$ cat src/rtl/progmem_arbiter.sv
// rtl/progmem_arbiter.sv - N-core arbiter in front of a shared single-ported program memory
`ifndef INST_ADDR_W
`define INST_ADDR_W 16
`endif
`ifndef INST_W
`define INST_W 32
`endif

module progmem_arbiter #(
    parameter int N_CORES = 4,
    parameter int ADDR_W  = `INST_ADDR_W,
    parameter int INST_W  = `INST_W,
    parameter int MEM_LAT = 1,
    parameter int RR      = 1
) (
    input  logic                        clk,
    input  logic                        rst,
    input  logic                        en,
    input  logic [N_CORES-1:0]          core_req,
    input  logic [N_CORES*ADDR_W-1:0]   core_addr,
    output logic [N_CORES-1:0]          core_gnt,
    output logic [N_CORES-1:0]          core_valid,
    output logic [INST_W-1:0]           core_data,
    output logic                        mem_rd,
    output logic [ADDR_W-1:0]           mem_addr,
    input  logic [INST_W-1:0]           mem_data
);
    localparam int PTR_W = $clog2(N_CORES);

    logic [PTR_W-1:0]   ptr;
    logic [PTR_W-1:0]   ptr_next;
    logic               found;
    logic [N_CORES-1:0] tag [MEM_LAT];
    int                 idx;

    // Walk cores starting at ptr (RR) or at 0 (fixed); first requester wins.
    always_comb begin
        core_gnt = '0;
        mem_addr = '0;
        found    = 1'b0;
        ptr_next = ptr;
        idx      = 0;
        if (en && !rst && (|core_req)) begin
            for (int j = 0; j < N_CORES; j++) begin
                idx = (RR != 0) ? ((int'(ptr) + j) % N_CORES) : j;
                if (!found && core_req[idx]) begin
                    found         = 1'b1;
                    core_gnt[idx] = 1'b1;
                    mem_addr      = core_addr[idx*ADDR_W +: ADDR_W];
                    ptr_next      = PTR_W'((idx + 1) % N_CORES);
                end
            end
        end
    end

    assign mem_rd = found;

    // Tags drain regardless of en so every issued read returns to its owner.
    always_ff @(posedge clk) begin
        if (rst) begin
            ptr        <= '0;
            core_valid <= '0;
            core_data  <= '0;
            for (int i = 0; i < MEM_LAT; i++) tag[i] <= '0;
        end else begin
            tag[0] <= core_gnt;
            for (int i = 1; i < MEM_LAT; i++) tag[i] <= tag[i-1];
            core_valid <= tag[MEM_LAT-1];
            if (|tag[MEM_LAT-1]) core_data <= mem_data;
            if (found) ptr <= ptr_next;
        end
    end
endmodule

$ cat config.mk
export PLATFORM = sky130hd
export DESIGN_NAME = progmem_arbiter
export DESIGN_NICKNAME = d
export VERILOG_FILES = /design/src/rtl/progmem_arbiter.sv
export SDC_FILE = /design/constraint.sdc
export NUM_CORES = 1
export LEC_CHECK = 0
export ABC_CLOCK_PERIOD_IN_PS = 4450
export BUFFER_PORTS_ARGS = -buffer_cell sky130_fd_sc_hd__clkbuf_2
export CAP_MARGIN = 20
export CORE_UTILIZATION = 49
export CTS_CLUSTER_SIZE = 30
export DETAILED_ROUTE_END_ITERATION = 7
export PLACE_DENSITY = 0.91
export RECOVER_POWER = 100
export SYNTH_ARGS = -nofsm -noshare
export SYNTH_HDL_FRONTEND = slang
export SYNTH_SLANG_ARGS = --single-unit
$ cat constraint.sdc
create_clock -name clk -period 4.45 [get_ports clk]
set_input_delay 0.2225 -clock clk [delete_from_list [all_inputs] [get_ports clk]]
set_output_delay 0.2225 -clock clk [all_outputs]
set_load 0.1 [all_outputs]
==> flow_summary.json <==
{
  "post_synth_main_area_contributors": "sky130_fd_sc_hd__mux4_2 38%, sky130_fd_sc_hd__dfxtp_1 22%, sky130_fd_sc_hd__nand2_1 6.7%, sky130_fd_sc_hd__a22oi_1 6.6%, sky130_fd_sc_hd__a21oi_1 6.2%",
  "cts_tree": "done",
  "cp_capture_type": "primary output",
  "wire_per_inst_um": 17.2,
  "grt_antenna_before_repair": 0,
  "diodes": 0,
  "initialDrtViolationCount": 387,
  "finish.utilization": 0.661,
  "yosys.area.top_type_share": 0.375,
  "via_count": 3828,
  "numCtsBuffers": 5,
  "dpl_worst_slack_ns": 1.18,
  "detailedPlacementHpwl_um": 7800,
  "vias_per_cell": 6.32,
  "met2_length_um": 5280,
  "finish.instance_area_um2": 4870,
  "insertion_delay_ns": 0.28,
  "cp_num_buf_inv": 4,
  "timing.critical_path.slowest_stage_cell": "sky130_fd_sc_hd__nor4b_4",
  "detail_route.wirelength.met1_um": 3860,
  "maxUsedRoutingLayer": "met4",
  "path_class": "flip-flop to primary output",
  "synth_cells": 373,
  "rsz_0062_raised_after_global_routing": "false",
  "post-route-worst-setup-slack_ns": 0.572,
  "setup_total_negative_slack_ns": 0,
  "cap_violations": 1,
  "die-area_um2": 8070,
  "post_synthesis_mux_area_share": 0.390,
  "cts-resized-gates": 0,
  "hold_viol_final": 0,
  "timing_worst_slew_pin_value_ns": 1.58,
  "start_util": 0.513,
  "ir_drop_mv": 0.151,
  "power_per_cell_area_nw_per_um2": 389,
  "drive_above_1_share": 0.422,
  "rr_endpoint": "tag[0][0]",
  "post_route_ant_nets": 0,
  "grt_usage": 0.253,
  "max_freq_ghz": 0.258,
  "maximum_number_of_pins_on_one_net_before_global_route_repair": 46,
  "timing.rr.start": "ptr[0]",
  "grt_pass1_vias": 3618,
  "cts_root_buf": "sky130_fd_sc_hd__clkbuf_8",
  "chipHeight_um": 89.8,
  "cp_data_required_time_ns": 4.23,
  "largest_family_of_logic_cells_by_synthesized_area": "multiplexers",
  "synth-adder-area-share": 0.0199,
  "synth_warnings": 0,
  "status": "complete, but fails checks",
  "hold_path.class": "input port to flip-flop",
  "coreArea_um2": 7370,
  "ctsHoldBuffers": 0,
  "yosys_register_bits": 42,
  "drc": 0,
  "cts.clk_slew.worst_paths_ns": 0.08,
  "detailedRoute.firstPassIterationCount": 5,
  "synth.avg_cell_area_um2": 10.1,
  "timing.critical_path.cells": "inv_1 > ha_2 > buf_4 > mux4_2 > nor4b_4 > buf_4 > a221oi_1 > nor2_1 > clkbuf_2",
  "num-nets-final": 615,
  "timing.critical_path.arrival_ns": 3.66,
  "synth_cell_types": 34,
  "grt_first_pass_wirelength_um": 16700,
  "worst-path-stages": 9,
  "setup.reg_to_reg.worst_slack_ns": 1.64,
  "postRouteWirelength_um": 10400,
  "ff2ff_path_depth": 8,
  "min_period_ns": 3.88,
  "max_stage_delay_ns": 0.55,
  "cts_max_path_buffers": 2,
  "timing.final.setup_violations": 0,
  "finalMaxSlewViolations": 40,
  "critical_path.top_delay_family": "buffers and inverters",
  "crit_path_frequent_cell": "sky130_fd_sc_hd__buf_4",
  "synth.cell_area_um2": 3780,
  "total_of_buffers_placed_on_input_and_output_ports": 159,
  "areaGrowthSynthToFinish_pct": 28.9,
  "startpoint_type": "flip-flop",
  "floorplan.io_pins": 160,
  "core.rowCount": 31,
  "violations_in_the_final_reports": "max-capacitance violations, max-slew violations",
  "post_place_instance_area_um2": 4940,
  "finalCritPeriodShare": 0.871,
  "worst_setup_path_endpoint": "mem_addr[14]",
  "fin_worst_skew_ns": 0.00360,
  "post_synth_and_or_nand_nor_area_fraction": 0.121,
  "critPathLaunch": "ptr[0]",
  "mappedNetlistNets": 482,
  "netlist.top_cell.by_area": "sky130_fd_sc_hd__mux4_2",
  "ys_seq_area_frac": 0.222,
  "critPathMaxFanout": 39,
  "die_width_um": 89.8,
  "slew_headroom": -0.0553,
  "grt_overflow": 0,
  "cts.htree.levels": 2,
  "leakage_nw": 1.77,
  "synth-compound-area-share": 0.189,
  "postCtsSetupRepairBufs": 0,
  "cts.sink_count": 42,
  "detailroute.wirelength.met3_um": 1010,
  "gp_congestion": 0.833,
  "synthXorXnorAreaFrac": 0.00232
}
==> state kept, by name, summed over array words and instances, names as in the netlist <==
name and flops:
core_valid 4, ptr 2, core_data 32, tag 4
==> through the flow <==
step	cells	total power, mW	hold slack (ns)
after floorplan	373	1.41	0.363
after global placement	598	1.64	0.437
after detailed placement	598	1.67	0.445
after CTS	606	1.94	0.145
after global routing	606	1.99	0.150
final	606	1.89	0.155
==> worst min path at each step <==
stage / start / end / slack, ns / cells after the start
CTS: mem_data[1] / core_data[1] / 0.15 / 3
detailed placement: core_data[15] / core_data[15] / 0.45 / 2
floorplan: mem_data[0] / core_data[0] / 0.36 / 2
global route: mem_data[3] / core_data[3] / 0.15 / 3
finish: mem_data[3] / core_data[3] / 0.15 / 3
global placement: core_data[20] / core_data[20] / 0.44 / 2
==> tightest hold or removal path: stages <==
cell and delay, ns:
sky130_fd_sc_hd__clkbuf_2 0.08, sky130_fd_sc_hd__nand2_1 0.04, sky130_fd_sc_hd__a21oi_1 0.05
==> Yosys cell counts <==
library cell / instances
sky130_fd_sc_hd__xnor2_1: 1
sky130_fd_sc_hd__mux2_2: 3
sky130_fd_sc_hd__nor2b_1: 8
sky130_fd_sc_hd__nor2_1: 17
sky130_fd_sc_hd__o21a_1: 4
sky130_fd_sc_hd__nand2b_1: 1
sky130_fd_sc_hd__or4_1: 2
sky130_fd_sc_hd__buf_4: 4
sky130_fd_sc_hd__a21oi_1: 47
sky130_fd_sc_hd__mux4_2: 63
sky130_fd_sc_hd__ha_1: 6
sky130_fd_sc_hd__a22oi_1: 33
sky130_fd_sc_hd__o211ai_1: 1
sky130_fd_sc_hd__buf_2: 11
sky130_fd_sc_hd__a221oi_1: 6
sky130_fd_sc_hd__nor3_1: 2
sky130_fd_sc_hd__and2_1: 1
sky130_fd_sc_hd__nand3b_1: 1
sky130_fd_sc_hd__nor4b_4: 1
sky130_fd_sc_hd__a32o_1: 5
sky130_fd_sc_hd__a32oi_1: 6
sky130_fd_sc_hd__a31oi_1: 1
sky130_fd_sc_hd__inv_1: 3
sky130_fd_sc_hd__a21bo_2: 1
sky130_fd_sc_hd__clkbuf_2: 1
sky130_fd_sc_hd__nand2_1: 67
sky130_fd_sc_hd__dfxtp_1: 42
sky130_fd_sc_hd__mux2i_1: 2
sky130_fd_sc_hd__or2_2: 1
sky130_fd_sc_hd__clkbuf_1: 23
sky130_fd_sc_hd__o21ai_0: 3
sky130_fd_sc_hd__nor4_1: 3
sky130_fd_sc_hd__buf_6: 2
sky130_fd_sc_hd__o22ai_1: 1
==> placed cells by master (no fill, tap or decap), drive strengths merged, types with 3 or more instances in the layout <==
cell type / count
mux4: 63
a21oi: 47
a221oi: 6
nor2: 17
inv: 3
a32oi: 6
ha: 6
buf: 23
a32o: 5
nand2: 67
nor2b: 8
o21ai: 3
dfxtp: 42
a22oi: 33
nor4: 3
mux2: 3
o21a: 4
clkbuf: 151
==> cell type report <==
type	count	area (um^2)
Multi-Input combinational cell	287	2760
Clock inverter	1	7.51
Clock buffer	7	97.6
Inverter	3	11.3
Sequential cell	42	842
Timing Repair Buffer	167	1030
Tap cell	99	124
Fill cell	605	2500
==> routing by layer <==
metal | GRT usage | vias to the layer above
li1 | - | 1736
met1 | 0.291 | 1795
met2 | 0.456 | 267
met3 | 0.0457 | 30
met4 | 0.112 | 0
met5 | 0 | -
==> logic make-up (layout without fill, tap and decap cells) <==
group / count (synthesis) / in the layout
compound gates: 108 / 108
simple gates: 104 / 104
mux: 68 / 68
buf+inv: 44 / 178
flops: 42 / 42
fa+ha+maj: 6 / 6
xor+xnor: 1 / 1
==> power breakdown <==
group          switching [mW]  total (mW)  internal (mW)
Clock                   0.120       0.265          0.145
Sequential             0.0222       0.441          0.418
Combinational           0.785        1.19          0.403
Note: power is estimated with default switching activity, not from simulation.
